[config.mk]
export PLATFORM = sky130hd
export DESIGN_NAME = display_arbiter_flat
export DESIGN_NICKNAME = d
export VERILOG_FILES = /design/src/rtl/display_arbiter_if.sv /design/src/rtl/display_arbiter.sv /design/src/flat_wrapper.sv
export SDC_FILE = /design/constraint.sdc
export NUM_CORES = 1
export LEC_CHECK = 0
export ABC_AREA = 1
export ABC_CLOCK_PERIOD_IN_PS = 5400
export CORE_UTILIZATION = 25
export CTS_BUF_LIST = sky130_fd_sc_hd__clkbuf_4
export DETAILED_ROUTE_END_ITERATION = 6
export GPL_ROUTABILITY_DRIVEN = 0
export GPL_TIMING_DRIVEN = 0
export HOLD_SLACK_MARGIN = 0.15
export PLACE_DENSITY = 0.44
export SYNTH_ARGS = -nofsm -noshare
export SYNTH_HDL_FRONTEND = slang
export SYNTH_SLANG_ARGS = --single-unit
[constraint.sdc]
create_clock -name clk -period 5.4 [get_ports clk]
set_input_delay 1.08 -clock clk [delete_from_list [all_inputs] [get_ports clk]]
set_output_delay 1.08 -clock clk [all_outputs]
set_load 0.05 [all_outputs]
[src/rtl/display_arbiter_if.sv]
// Bundle between the requesters and the display arbiter. The master side owns
// the requests and the values to show. The slave side is the arbiter, which
// returns the grant and the registered display value.
interface display_arbiter_if;
   logic [3:0]  req;
   logic [63:0] values;
   logic [3:0]  grant;
   logic [1:0]  owner;
   logic        busy;
   logic [15:0] number;
   logic        switch_pulse;

   modport master (
      output req, values,
      input  grant, owner, busy, number, switch_pulse
   );

   modport slave (
      input  req, values,
      output grant, owner, busy, number, switch_pulse
   );
endinterface

[src/rtl/display_arbiter.sv]
// Round-robin owner selection for the shared 4-digit seven-segment display.
// Each new owner keeps the display for at least DWELL_CYCLES clocks, so its
// value stays readable before the display rotates to the next requester.
//
// state   | meaning
// --------+-----------------------------------------------------------------
// S_IDLE  | nobody owns the display; number shows IDLE_VALUE
// S_HOLD  | owner is inside its minimum dwell; other requests are ignored
// S_SHARE | dwell is over; owner keeps the display until another requester asks
module display_arbiter #(
   parameter int unsigned DWELL_CYCLES = 50000000,
   parameter int unsigned CNT_W        = 26,
   parameter logic [15:0] IDLE_VALUE   = 16'h0000
) (
   input logic              clk,
   input logic              rst,
   display_arbiter_if.slave bus
);

   typedef enum logic [1:0] {S_IDLE, S_HOLD, S_SHARE} state_t;

   localparam logic [CNT_W-1:0] RELOAD = CNT_W'(DWELL_CYCLES - 1);

   state_t           state_q, state_d;
   logic [CNT_W-1:0] cnt_q, cnt_d;
   logic [1:0]       last_q, last_d;
   logic [1:0]       owner_q, owner_d;
   logic [3:0]       grant_q, grant_d;
   logic [15:0]      number_q, number_d;
   logic             pulse_q, pulse_d;

   logic [3:0]  own_bit;
   logic [3:0]  others;
   logic [3:0]  mask;
   logic [1:0]  win;
   logic [15:0] cur_val;
   logic        do_grant;
   logic        do_idle;

   // First requester in mask after position last, wrapping around; the
   // caller only uses the result when mask is non-zero.
   function automatic logic [1:0] rr_pick(input logic [3:0] m, input logic [1:0] last);
      logic [1:0] idx;
      logic [1:0] w;
      logic       found;
      w     = last;
      found = 1'b0;
      for (int i = 1; i <= 4; i++) begin
         idx = last + 2'(i);
         if (!found && m[idx]) begin
            w     = idx;
            found = 1'b1;
         end
      end
      return w;
   endfunction

   // State register and all registered outputs.
   always_ff @(posedge clk) begin
      if (rst) begin
         state_q  <= S_IDLE;
         cnt_q    <= '0;
         last_q   <= 2'd3;
         owner_q  <= 2'd0;
         grant_q  <= 4'b0000;
         number_q <= IDLE_VALUE;
         pulse_q  <= 1'b0;
      end else begin
         state_q  <= state_d;
         cnt_q    <= cnt_d;
         last_q   <= last_d;
         owner_q  <= owner_d;
         grant_q  <= grant_d;
         number_q <= number_d;
         pulse_q  <= pulse_d;
      end
   end

   // Next-state logic. A dropped owner hands over on the same edge when
   // anyone else is waiting, so a release never produces a second pulse.
   always_comb begin
      state_d  = state_q;
      cnt_d    = cnt_q;
      last_d   = last_q;
      owner_d  = owner_q;
      grant_d  = grant_q;
      number_d = number_q;
      pulse_d  = 1'b0;
      do_grant = 1'b0;
      do_idle  = 1'b0;
      own_bit  = 4'b0001 << owner_q;
      others   = bus.req & ~own_bit;
      mask     = bus.req;
      cur_val  = bus.values[{owner_q, 4'b0000} +: 16];

      case (state_q)
         S_IDLE: begin
            if (|bus.req) do_grant = 1'b1;
            else          number_d = IDLE_VALUE;
         end
         S_HOLD: begin
            if (!bus.req[owner_q]) begin
               if (|others) do_grant = 1'b1;
               else         do_idle  = 1'b1;
            end else begin
               number_d = cur_val;
               if (cnt_q == '0) state_d = S_SHARE;
               else             cnt_d   = cnt_q - CNT_W'(1);
            end
         end
         S_SHARE: begin
            if (!bus.req[owner_q]) begin
               if (|others) do_grant = 1'b1;
               else         do_idle  = 1'b1;
            end else if (|others) begin
               do_grant = 1'b1;
               mask     = others;
            end else begin
               number_d = cur_val;
            end
         end
         default: state_d = S_IDLE;
      endcase

      win = rr_pick(mask, last_q);

      if (do_grant) begin
         state_d  = S_HOLD;
         cnt_d    = RELOAD;
         last_d   = win;
         owner_d  = win;
         grant_d  = 4'b0001 << win;
         number_d = bus.values[{win, 4'b0000} +: 16];
         pulse_d  = 1'b1;
      end
      if (do_idle) begin
         state_d  = S_IDLE;
         grant_d  = 4'b0000;
         number_d = IDLE_VALUE;
      end
   end

   assign bus.grant        = grant_q;
   assign bus.owner        = owner_q;
   assign bus.busy         = |grant_q;
   assign bus.number       = number_q;
   assign bus.switch_pulse = pulse_q;

endmodule

[src/flat_wrapper.sv]
// flat-port wrapper written by rule: the top's interface ports become plain ports
module display_arbiter_flat 
#(
   parameter int unsigned DWELL_CYCLES = 50000000,
   parameter int unsigned CNT_W        = 26,
   parameter logic [15:0] IDLE_VALUE   = 16'h0000
)
  (clk, rst, bus_req, bus_values, bus_grant, bus_owner, bus_busy, bus_number, bus_switch_pulse);
  display_arbiter_if bus_i ();
  input logic clk;
  input logic rst;
  input wire logic [$bits(bus_i.req)-1:0] bus_req;
  input wire logic [$bits(bus_i.values)-1:0] bus_values;
  output wire logic [$bits(bus_i.grant)-1:0] bus_grant;
  output wire logic [$bits(bus_i.owner)-1:0] bus_owner;
  output wire logic [$bits(bus_i.busy)-1:0] bus_busy;
  output wire logic [$bits(bus_i.number)-1:0] bus_number;
  output wire logic [$bits(bus_i.switch_pulse)-1:0] bus_switch_pulse;
  assign bus_i.req = bus_req;
  assign bus_i.values = bus_values;
  assign bus_grant = bus_i.grant;
  assign bus_owner = bus_i.owner;
  assign bus_busy = bus_i.busy;
  assign bus_number = bus_i.number;
  assign bus_switch_pulse = bus_i.switch_pulse;
  display_arbiter #(.DWELL_CYCLES(DWELL_CYCLES), .CNT_W(CNT_W), .IDLE_VALUE(IDLE_VALUE)) u_core (.clk(clk), .rst(rst), .bus(bus_i));
endmodule
==> results of run 1 <==
==> routing by layer <==
metal  GRT usage [%]  share of wire (%)
met3           2.268                4.1
met1           22.45                 46
met2           30.54                 48
met4           4.869                1.8
met5               0                  0
==> how the worst min path moves through the flow <==
stage                         start                   end  slack [ns]  depth (start not counted)
3_3_place_gp   u_core.bus.number[2]  u_core.bus.number[2]        0.46                          2
3_5_place_dp   u_core.bus.number[4]  u_core.bus.number[4]        0.45                          2
2_1_floorplan       u_core.cnt_q[8]       u_core.cnt_q[8]        0.46                          2
4_1_cts        u_core.bus.number[4]  u_core.bus.number[4]        0.48                          2
5_1_grt        u_core.bus.number[4]  u_core.bus.number[4]        0.48                          2
6_report       u_core.bus.number[4]  u_core.bus.number[4]        0.48                          2
==> cells in the final DEF, fill, tap and decap left out, types with 2 or more instances in the layout <==
master           count
o21ai_1              4
nand2_4              8
buf_4                7
nand2_2             19
o21ai_0             27
clkdlybuf4s50_1     93
a21oi_1             17
or2_2                2
clkbuf_1            13
inv_1               57
nand3_2              7
nand3_1             73
clkbuf_4             5
a21oi_2              8
buf_2                6
nand4_1             22
nor2_1              54
nor3_1              11
buf_6                3
nand2_1            261
a211oi_1            17
inv_2               10
ha_1                 5
dfxtp_1             53
o22ai_1              2
xor2_1              14
nor2_2               5
nand3_4              3
==> synthesized netlist by cell type <==
| library cell | n | area share [%] |
|---|---|---|
| nand2_1 | 261 | 22 |
| nand4_1 | 22 | 3.2 |
| inv_1 | 57 | 4.9 |
| o21a_1 | 1 | 0.17 |
| or2_2 | 2 | 0.29 |
| o21ai_0 | 27 | 3.1 |
| o211ai_2 | 1 | 0.29 |
| o32ai_1 | 1 | 0.20 |
| nand2_2 | 19 | 2.7 |
| buf_4 | 7 | 1.2 |
| a21oi_2 | 8 | 1.6 |
| clkbuf_1 | 13 | 1.1 |
| a211oi_2 | 1 | 0.29 |
| nor2_1 | 54 | 4.6 |
| buf_12 | 1 | 0.46 |
| clkbuf_2 | 1 | 0.11 |
| a31oi_1 | 1 | 0.14 |
| nor3_1 | 11 | 1.3 |
| inv_2 | 10 | 0.86 |
| a21oi_1 | 17 | 1.9 |
| nand3_4 | 3 | 1.2 |
| nand2_4 | 8 | 2.1 |
| nor2_4 | 1 | 0.26 |
| xor2_1 | 14 | 2.8 |
| nand3_2 | 7 | 1.6 |
| ha_1 | 5 | 1.4 |
| buf_2 | 6 | 0.69 |
| o31ai_1 | 1 | 0.17 |
| buf_6 | 3 | 0.77 |
| dfxtp_1 | 53 | 24 |
| a211oi_1 | 17 | 2.9 |
| nand4_4 | 1 | 0.49 |
| xnor2_1 | 1 | 0.20 |
| nand3_1 | 73 | 8.4 |
| o21ai_1 | 4 | 0.46 |
| nor3b_1 | 1 | 0.17 |
| nor4_1 | 1 | 0.14 |
| o22ai_1 | 2 | 0.29 |
| nor2_2 | 5 | 0.72 |
==> stage by stage <==
step	area [um2]	hold slack, ns	setup WS (ns)	power (mW)	instances
2_1_floorplan	4364	0.4573	2.665	2.798	721
3_3_place_gp	5570	0.4554	1.497	3.639	1034
3_5_place_dp	5570	0.4543	1.448	3.646	1034
4_1_cts	5625	0.4759	1.856	3.848	1042
5_1_grt	5628	0.4845	1.702	4.190	1043
6_report	5628	0.4781	1.851	3.828	1043
==> final cells by class <==
| type | instances | share of cell area, % |
|---|---|---|
| tap | 220 | 4.891 |
| clock buffer | 5 | 0.6670 |
| multi-input combinational | 570 | 50.84 |
| sequential | 53 | 18.85 |
| timing repair buffer | 93 | 16.54 |
| clock inverter | 3 | 0.3112 |
| buffer | 31 | 3.379 |
| inverter | 67 | 4.469 |
| antenna | 1 | 0.04446 |
==> cell families (layout without fill, tap and decap cells) <==
logic type | after synthesis | count (layout) | synth area share [%]
AOI/OAI and AO/OA | 81 | 81 | 11.58
buffers and inverters | 98 | 199 | 10.12
and+or+nand+nor | 469 | 469 | 49.54
other | 0 | 1 | 0
xor gates and xnor gates | 15 | 15 | 3.010
adders and majority gates | 5 | 5 | 1.433
DFF | 53 | 53 | 24.31
==> flip-flops by register name, indices dropped and copies added (netlist names) <==
register	flops
u_core.bus.grant	4
u_core.bus.number	16
u_core.bus.owner	2
u_core.bus.switch_pulse	1
u_core.cnt_q	26
u_core.last_q	2
u_core.state_q	2
==> power by group through the flow <==
stage                     clock network, mW  logic (mW)  registers, mW
after detailed placement                  0        2.99          0.655
after CTS                             0.199        3.00          0.645
after floorplan                           0        1.97          0.830
after global placement                    0        2.99          0.653
after global routing                  0.212        3.32          0.661
final                                 0.188        3.00          0.645
==> worst max-delay path: cells and delay by family <==
family                 cells  cell delay (ns)
AOI/OAI and AO/OA          1             0.16
buffers and inverters      6             1.34
and+or+nand+nor            9             1.26
==> flow_metrics.tcl, run 1 <==
set metrics [dict create \
    outcome "finished clean" \
    clkLatencyLatePin_ns 0.39 \
    gr-total-overflow 0 \
    worstSetupStartpointType "primary input" \
    grt_pass1_wl_mm 24.60 \
    fin_crit_sh_pct 65.73 \
    viasPerCell 4.783 \
    finalNetCount 896 \
    tns_ns 0 \
    yosysSeqAreaShare_pct 24.31 \
    clkTransAtPathRegs_ns 0.16 \
    grt_pass1_vias 4543 \
    antenna_found_initial 1 \
    setup_viol 0 \
    fp.dieArea_um2 17990 \
    power.share.switching_pct 58.54 \
    max_slew_margin_pct 49.51 \
    vias 4989 \
    rsz0062_at_grt "false" \
    ys_seq_elements 53 \
    reg2regPathDepth 15 \
    multi_input_area_um2 2861 \
    core_area_um2 16820 \
    ff2ff_setup_slack_ns 2.50 \
    seqPwrFrac_pct 16.8 \
    critPathKind "in2reg" \
    worstPathMaxFanout 10 \
    clockPowerShare_pct 4.9 \
    power_leakage_nw 2.471 \
    layout_min_cycle_time_ns 3.549 \
    internal-power_mw 1.587 \
    cap_viol_max_count 0 \
    worst_pin_slew_ns 0.7573 \
    cts_inserted_buffers 5 \
    dp_hpwl_mm 12.05 \
    post_cts_buffers 0 \
    maxSlewViolCount 0 \
    die_h_um 134.1 \
    r2r-end "u_core.cnt_q[18]" \
    cts_tree "built" \
    ir_drop_uv 234.9 \
    synth_nets 796 \
    powerDensity_nw_per_um2 680.2 \
    critical_path.max_stage_delay_ns 0.57 \
    worstPathArrival_ns 3.86 \
    drive_above_1_share_pct 11.07 \
    syn_area_um2 4364 \
    end_kind "flip-flop" \
    final.fill_count 1890 \
    grt_use_total_pct 17.49 \
    cts-htree-levels 2 \
    die_w_um 134.1 \
    grt_max_degree 17 \
    drc 0 \
    cts-root-buf "clkbuf_4" \
    clk_path_buf_depth 2 \
    first_pass_iters 4 \
    regArea_um2 1061 \
    drtAntennaViolNets 0 \
    port-buffer-count 93 \
    hold_violations 0 \
    cp.required_ns 5.71 \
    syn_to_final_growth_pct 28.96 \
    p_switching_mw 2.241 \
    hold_class "reg2reg" \
    max_freq_ghz 0.2817 \
    fin_worst_skew_ns 0.02775 \
    cp-endpoint "u_core.cnt_q[18]" \
    ys_types 39 \
    cts.sinks 53 \
    cts_resized 0 \
    cts-hold-fix-buffers 0 \
    yosys_warnings 0 \
    cp_slowest_cell "clkdlybuf4s50_1" \
    routed_wl_mm 16.15 \
    comb_power_share_pct 78.2 \
    routedWlPerCell_um 15.49 \
    final_core_util_pct 33.46 \
    crit_chain "clkdlybuf4s50_1 -> inv_1 -> nand2_1 -> nand2_1 -> nand2_1 -> nand2_1 -> inv_1 -> nor2_1 -> o21ai_0 -> nand2_1 -> nand2_1 -> inv_1 -> buf_2 -> nor2_2 -> inv_1 -> nor3_1" \
    synth.avg_cell_area_um2 6.053 \
    netlist_instances 721 \
    r2r_start "u_core.bus.owner[0]" \
    io_pins 94 \
    start_util_pct 25.95 \
    crit_start "bus_req[0]" \
    num_rows 47 \
    first_iter_violations 333 \
    crit_top_cell "nand2_1" \
]
Power figures use the tool's default switching activity.
==> inputs of run 2 (changes only) <==
--- a/config.mk
+++ b/config.mk
@@ -6,14 +6,14 @@
 export NUM_CORES = 1
 export LEC_CHECK = 0
 export ABC_AREA = 1
-export ABC_CLOCK_PERIOD_IN_PS = 5400
+export ABC_CLOCK_PERIOD_IN_PS = 2900
 export CORE_UTILIZATION = 25
 export CTS_BUF_LIST = sky130_fd_sc_hd__clkbuf_4
 export DETAILED_ROUTE_END_ITERATION = 6
 export GPL_ROUTABILITY_DRIVEN = 0
 export GPL_TIMING_DRIVEN = 0
 export HOLD_SLACK_MARGIN = 0.15
-export PLACE_DENSITY = 0.44
+export PLACE_DENSITY = 0.46
 export SYNTH_ARGS = -nofsm -noshare
 export SYNTH_HDL_FRONTEND = slang
 export SYNTH_SLANG_ARGS = --single-unit
==> constraint.sdc (replaced) <==
create_clock -name clk -period 2.9 [get_ports clk]
set_input_delay 0.58 -clock clk [delete_from_list [all_inputs] [get_ports clk]]
set_output_delay 0.58 -clock clk [all_outputs]
set_load 0.05 [all_outputs]
==> run 2 against run 1 <==
Sequential power up 88%. Non-clock buffer count rose by 2. Worst setup slack worse by 1.7 ns. Global-route usage rose by 0.33 points. Highest routed layer unchanged. Sequential share of layout area fell by 0.17 points. Clock-buffer cell count did not move. Register-to-register slack lost 2.3 ns. Flip-flop and latch count did not move. Critical path depth up 3. Critical path type unchanged.
==> flow_metrics.tcl, run 2 (same netlist as run 1, synthesis figures left out) <==
set metrics [dict create \
    outcome "finished clean" \
    die_w_um 134.1 \
    finish.instance_area_um2 5678 \
    fin_worst_skew_ns 0.006807 \
    finalNetCount 898 \
    cts-htree-levels 2 \
    antenna_found_initial 1 \
    cp.required_ns 3.20 \
    p_switching_mw 4.207 \
    final_common_cell "nand2_1" \
    largest_reg_flops 26 \
    max_freq_ghz 0.3664 \
    maxSlewViolCount 0 \
    fp.dieArea_um2 17990 \
    comb_power_share_pct 77.9 \
    rsz0062_at_grt "false" \
    viasPerCell 4.614 \
    start_util_pct 25.95 \
    cts-hold-fix-buffers 0 \
    gr-total-overflow 0 \
    worstSetupStartpointType "primary input" \
    num_rows 47 \
    drive_above_1_share_pct 11.89 \
    dp_hpwl_mm 11.76 \
    power_leakage_nw 2.510 \
    layout_min_cycle_time_ns 2.729 \
    clk_path_buf_depth 2 \
    reg2regPathDepth 18 \
    worstPathMaxFanout 10 \
    grt_pass1_wl_mm 25.00 \
    layout_common_cells "260 x nand2_1, 91 x clkdlybuf4s50_1, 73 x nand3_1, 56 x inv_1" \
    vias 4822 \
    dpl_cell_area_um2 5570 \
    first_pass_iters 5 \
    cts.sinks 53 \
    powerDensity_nw_per_um2 1270 \
    internal-power_mw 3.004 \
    max_slew_margin_pct 46.69 \
    end_kind "flip-flop" \
    die_h_um 134.1 \
    cts_tree "built" \
    worstPathArrival_ns 3.03 \
    drtAntennaViolNets 0 \
    io_pins 94 \
    clkLatencyLatePin_ns 0.43 \
    fin_crit_sh_pct 94.11 \
    clockPowerShare_pct 5.3 \
    port-buffer-count 93 \
    core_area_um2 16820 \
    setup_viol 0 \
    ir_drop_uv 509.7 \
    worst_pin_slew_ns 0.7996 \
    cts-root-buf "clkbuf_4" \
    hold_class "reg2reg" \
    grt_use_total_pct 17.82 \
    grt_pass1_vias 4552 \
    first_iter_violations 278 \
    routed_wl_mm 15.84 \
    tns_ns 0 \
    critPathKind "in2reg" \
    syn_to_final_growth_pct 30.10 \
    hold_violations 0 \
    clkTransAtPathRegs_ns 0.17 \
    cap_viol_max_count 0 \
    hold_depth 2 \
    regMostFlops "u_core.cnt_q" \
    grt_max_degree 18 \
    routedWlPerCell_um 15.16 \
    power.share.switching_pct 58.34 \
    placed_cells 1034 \
    seqPwrFrac_pct 16.8 \
    drc 0 \
    fin_cells 1045 \
    cts_inserted_buffers 5 \
]
[run 2: cell types whose count changed in the layout (fill, tap and decap cells not counted), sizes merged]
cell	change
clkdlybuf4s50	-2
inv	+1
dlymetal6s2s	+2
clkinv	-1
clkbuf	+1
buf	+1
[run 2: through the flow]
step	setup WS, ns	util, %	hold slack, ns	total power, mW
floorplan	0.3911	-	0.4573	5.210
global placement	-0.4599	33.12	0.4550	6.802
detailed placement	-0.5054	33.12	0.4590	6.764
CTS	0.06608	33.50	0.4801	7.185
global route	0.0007951	33.76	0.5016	7.959
finish	0.1708	33.76	0.4828	7.211
[run 2: worst max-delay path, stage by stage]
cell and delay (ns):
clkdlybuf4s50_1 0.57, inv_1 0.06, nand2_1 0.05, nand2_1 0.05, nand2_1 0.05, nand2_1 0.11
nor2_2 0.13, nand2_1 0.09, nand3_2 0.11, nand3_4 0.09, nand2_4 0.14, nand4_4 0.21
buf_2 0.27, nand3_1 0.11, nand2_1 0.05, nand2_1 0.05, nand3_1 0.07, nand2_1 0.14
a21oi_1 0.08
[run 2: per-layer routing]
metal,vias up,GRT usage (%),part of all wire (%)
met3,12,3.061,4.1
li1,2543,-,-
met5,-,0,0
met2,94,29.22,46
met4,0,4.182,1.3
met1,2173,24.23,48
[run 2: final timing paths]
check                                           from              endpoint  slack [ns]
worst min-delay path            u_core.bus.number[4]  u_core.bus.number[4]        0.48
worst min register to register  u_core.bus.number[4]  u_core.bus.number[4]        0.48
worst max register to register   u_core.bus.owner[1]  u_core.bus.number[5]        0.23
worst max-delay path                      bus_req[1]  u_core.bus.number[5]        0.17
[run 2: what timing repair did]
item | CTS | global route
setup endpoints to repair | 2 | 34
gates resized for setup | 1 | 13
setup buffers | 0 | 2
pin swaps | 0 | 1
[run 2: cell type report]
cell class / instances / area (um2)
Fill cell: 1891 / 11140
Multi-Input combinational cell: 570 / 2880
Sequential cell: 53 / 1061
Timing Repair Buffer: 95 / 950.9
Tap cell: 220 / 275.3
Inverter: 67 / 251.5
Buffer: 31 / 197.7
Clock buffer: 5 / 37.54
Clock inverter: 3 / 21.27
Antenna cell: 1 / 2.502
[run 2: power by group through the flow]
| stage | logic (mW) | registers [mW] | clock network [mW] |
|---|---|---|---|
| floorplan | 3.67 | 1.54 | 0 |
| global placement | 5.57 | 1.23 | 0 |
| detailed placement | 5.54 | 1.23 | 0 |
| CTS | 5.57 | 1.21 | 0.404 |
| global route | 6.29 | 1.25 | 0.427 |
| finish | 5.62 | 1.21 | 0.382 |
==> variant 1 (flow settings as in run 1) <==
Re-encode `state_t` (3 states) as one-hot, 3 bits wide.
--- a/src/rtl/display_arbiter.sv
+++ b/src/rtl/display_arbiter.sv
@@ -19,3 +19,3 @@
 
-   typedef enum logic [1:0] {S_IDLE, S_HOLD, S_SHARE} state_t;
+   typedef enum logic [2:0] {S_IDLE = 3'b001, S_HOLD = 3'b010, S_SHARE = 3'b100} state_t;
 
Check against the original RTL: same outputs for any inputs over 10 cycles, from zero or initial values and one cycle with rst high; not proved beyond that.
==> variant 1 against run 1 <==
  * Combinational power is 15% lower
  * Design area is 4.1% lower
  * Global-route usage fell by 0.66 points
  * Area after synthesis down 5.3%
  * Total power fell by 11%
  * Sequential cell count grew 1
  * Wire length fell by 16%
  * Worst setup slack improved by 0.23 ns
==> variant 1: results (changes against run 1) <==
Status
  – Status: finished clean (unchanged)

Routing
  – Met3 wire length: 724 um (was 658 um)
  – Vias: 4683 (was 4989)
  – Wire length on met1: 6223 um (was 7467 um)
  – Metal2 WL: 6449 um (was 7740 um)
  – Via density: 4.660 (was 4.783)
  – Per-cell routed wire length: 13.58 um (was 15.49 um)
  – Drt first pass iters: 5 (was 4)

Placed design
  – HPWL after detailed placement: 10980 um (was 12050 um)
  – Post-Place Worst Slack: 1.663 ns (was 1.448 ns)
  – Dpl cells: 997 (was 1034)

Finish
  – Final-stage net count: 859 (was 896)
  – Layout cell share with drive strength beyond 1: 0.07985 (was 0.1107)

Logic synthesis
  – Cells after Synth: 688 (was 721)
  – Syn Nets: 759 (was 796)
  – Sequential fraction of the synthesis area: 0.2615 (was 0.2431)
  – Cell variety after synth: 42 (was 39)
  – Top cells by count, synth: nand2_1 (229), inv_1 (80), nor2_1 (57) (was nand2_1 (261), nand3_1 (73), inv_1 (57))
  – Post-Synth Adder-Cell Area: 0.003027 (was 0.01433)

Timing
  – Worst Tran Pin Value: 0.6539 ns (was 0.7573 ns)
  – Crit path time final: 3.321 ns (was 3.549 ns)

Global route
  – Largest net degree at the start of global routing: 19 (was 17)
  – First-pass GRT wire length: 22800 um (was 24600 um)
  – Grt met1 use: 0.2054 (was 0.2245)
  – GR Layer Usage met3: 0.03461 (was 0.02268)

Hold path
  – Hold path startpoint: u_core.bus.grant[0]$_SDFFE_PP0P_ (was u_core.bus.number[4]$_SDFFE_PP0P_)
  – Hold EP: u_core.bus.grant[0]$_SDFFE_PP0P_ (was u_core.bus.number[4]$_SDFFE_PP0P_)

Pwr
  – Peak supply drop: 0.1748 mV (was 0.2349 mV)
  – Leakage: 2.427 nW (was 2.471 nW)
-- variant 1: final cells by class --
cell class,instances,area [um2],area share
well taps,216,270.3,0.05008
repair buffers,93,930.9,0.1725
plain buffers,28,165.2,0.03061
inverters,88,330.3,0.06121
clock inverters,3,23.77,0.004405
multi-input cells,518,2557,0.4739
flip-flops and latches,54,1081,0.2003
clock buffers,5,37.54,0.006956
-- variant 1: metrics by stage --
stage	power, mW	hold WS [ns]
floorplan	2.507	0.4575
global placement	3.205	0.4746
detailed placement	3.212	0.4841
CTS	3.426	0.5068
global route	3.756	0.5485
finish	3.390	0.5098
-- variant 1: worst min-delay path, stage by stage (launching register included) --
cell	delay, ns
dfxtp_1	0.35
inv_1	0.06
o21ai_0	0.07
-- variant 1: report_power, final --
group	total (mW)	leakage, nW	switching (mW)	internal, mW
Sequential	0.637	0.447	0.104	0.534
Combinational	2.55	1.95	1.68	0.870
Clock	0.203	0.0278	0.150	0.0524
==> variant 2 (config.mk and constraints of run 1) <==
Made on the original files. `CNT_W` is set to 26 in 2 places; all go to 13.
--- a/src/rtl/display_arbiter.sv
+++ b/src/rtl/display_arbiter.sv
@@ -11,3 +11,3 @@
    parameter int unsigned DWELL_CYCLES = 50000000,
-   parameter int unsigned CNT_W        = 26,
+   parameter int unsigned CNT_W        = 13,
    parameter logic [15:0] IDLE_VALUE   = 16'h0000
--- a/src/flat_wrapper.sv
+++ b/src/flat_wrapper.sv
@@ -4,3 +4,3 @@
    parameter int unsigned DWELL_CYCLES = 50000000,
-   parameter int unsigned CNT_W        = 26,
+   parameter int unsigned CNT_W        = 13,
    parameter logic [15:0] IDLE_VALUE   = 16'h0000
Function: no difference found for any inputs over 10 cycles, from zero or initial values and one cycle with rst high; that may be too few to reach the edited logic, so the function may still have changed.
==> variant 2 against run 1 <==
  * Total power down 19%
  * Worst setup slack better by 0.058 ns
  * Combinational power down 17%
  * Synthesized cell count down 19%
  * Sequential cell count down 13
  * Design area down 17%
  * Area after synthesis down 20%
  * Hold slack worse by 0.011 ns
  * Count of clock-buffer cells in the layout up 2
  * First-iteration DRC count down 9.3%
  * Non-clock buffer count up 3
  * Wire length down 15%
  * Sequential share of layout area down 1.7 points
  * Critical path type unchanged
  * Critical endpoint is now u_core.bus.number[5]$_SDFFE_PP0P_
  * Highest routed layer unchanged
==> variant 2: results (changes against run 1) <==
Finish
  – Layout cell share with drive strength beyond 1: 0.08065 (was 0.1107)
  – Multi-input gates: 464 (was 570)
  – NonClk Buf Share: 0.2386 (was 0.1992)
  – Sequential share of cell area: 0.1710 (was 0.1885)
  – Fill cells: 1496 (was 1890)
  – Non-clock inverter total of the final layout: 43 (was 67)
  – FF+latch count: 40 (was 53)
  – Max FFs per register: 16 (was 26)
  – Clock Buffer Count: 7 (was 5)
  – Signal buffers: 127 (was 124)

Global route
  – Met2 Use GR: 0.3035 (was 0.3054)
  – Grt met1 use: 0.2649 (was 0.2245)
  – First-pass GRT wire length: 21450 um (was 24600 um)
  – Total Routing Usage GR: 0.1900 (was 0.1749)
  – Number of global-route vias before repair: 4112 (was 4543)
  – Initial antenna violation count: 0 (was 1)
  – GR Layer Usage met3: 0.02139 (was 0.02268)

Pwr
  – Leakage: 2.042 nW (was 2.471 nW)
  – Reported net switching power: 1.842 mW (was 2.241 mW)
  – Peak supply drop: 0.2573 mV (was 0.2349 mV)

Routing
  – Met3 wire length: 654 um (was 658 um)
  – Wire length on met1: 6759 um (was 7467 um)
  – Metal2 WL: 6131 um (was 7740 um)
  – DRT iter0 DRCs: 302 (was 333)

Timing
  – Crit path time final: 3.492 ns (was 3.549 ns)

CTS
  – Clock Latency Late Sink: 0.36 ns (was 0.39 ns)
  – CTS clk-pin slew, worst paths: 0.11 ns (was 0.16 ns)

Placed design
  – Dpl cells: 850 (was 1034)
  – HPWL after detailed placement: 10640 um (was 12050 um)
  – Placed cell areas: 4626 um2 (was 5570 um2)

Critical path
  – Worst Path Arrival: 3.72 ns (was 3.86 ns)

Status
  – Status: finished clean (unchanged)

Logic synthesis
  – Syn avg cell area: 5.987 um2 (was 6.053 um2)
## variant 2: changes by cell type in the layout (fill, tap and decap cells not counted), sizes merged, moves of 10 or more
cell	change
nand2	-94
nand3	+38
inv	-24
nor2	-22
o21ai	-22
nand4	-20
a21oi	+17
a22oi	+16
dfxtp	-13
xor2	-10
## variant 2: power by group through the flow
stage	clock, mW	combinational (mW)	sequential [mW]
global route	0.175	2.75	0.471
finish	0.158	2.49	0.459
CTS	0.166	2.49	0.461
global placement	0	2.46	0.465
floorplan	0	1.55	0.644
detailed placement	0	2.47	0.467
## variant 2: path summary, 6_finish.rpt
check / from / to / slack [ns] / cells past startpoint
worst max-delay path: bus_req[2] / u_core.bus.number[5]$_SDFFE_PP0P_ / 1.91 / 14
worst min-delay path: u_core.cnt_q[7]$_SDFFE_PP0P_ / u_core.cnt_q[7]$_SDFFE_PP0P_ / 0.47 / 2
worst max register to register: u_core.bus.owner[0]$_SDFFE_PP0N_ / u_core.bus.number[5]$_SDFFE_PP0P_ / 2.54 / 13
worst min register to register: u_core.cnt_q[7]$_SDFFE_PP0P_ / u_core.cnt_q[7]$_SDFFE_PP0P_ / 0.47 / 2
## variant 2: critical path, stage by stage
cell and delay [ns]:
clkdlybuf4s50_1 0.51, inv_1 0.10, nand2_1 0.05, nand2_1 0.05, nand2_1 0.08, nand2_4 0.15, a21oi_2 0.12, o21ai_4 0.30
nand2_1 0.16, inv_2 0.17, buf_1 0.49, nand3_1 0.20, nand2_1 0.16, a21oi_1 0.07
## variant 2: cells by family after synthesis
logic type	synth area share
compound gates	0.1684
xor+xnor	0.01005
fa+ha+maj	0.02154
simple gates	0.4675
flops	0.2298
buf+inv	0.1027
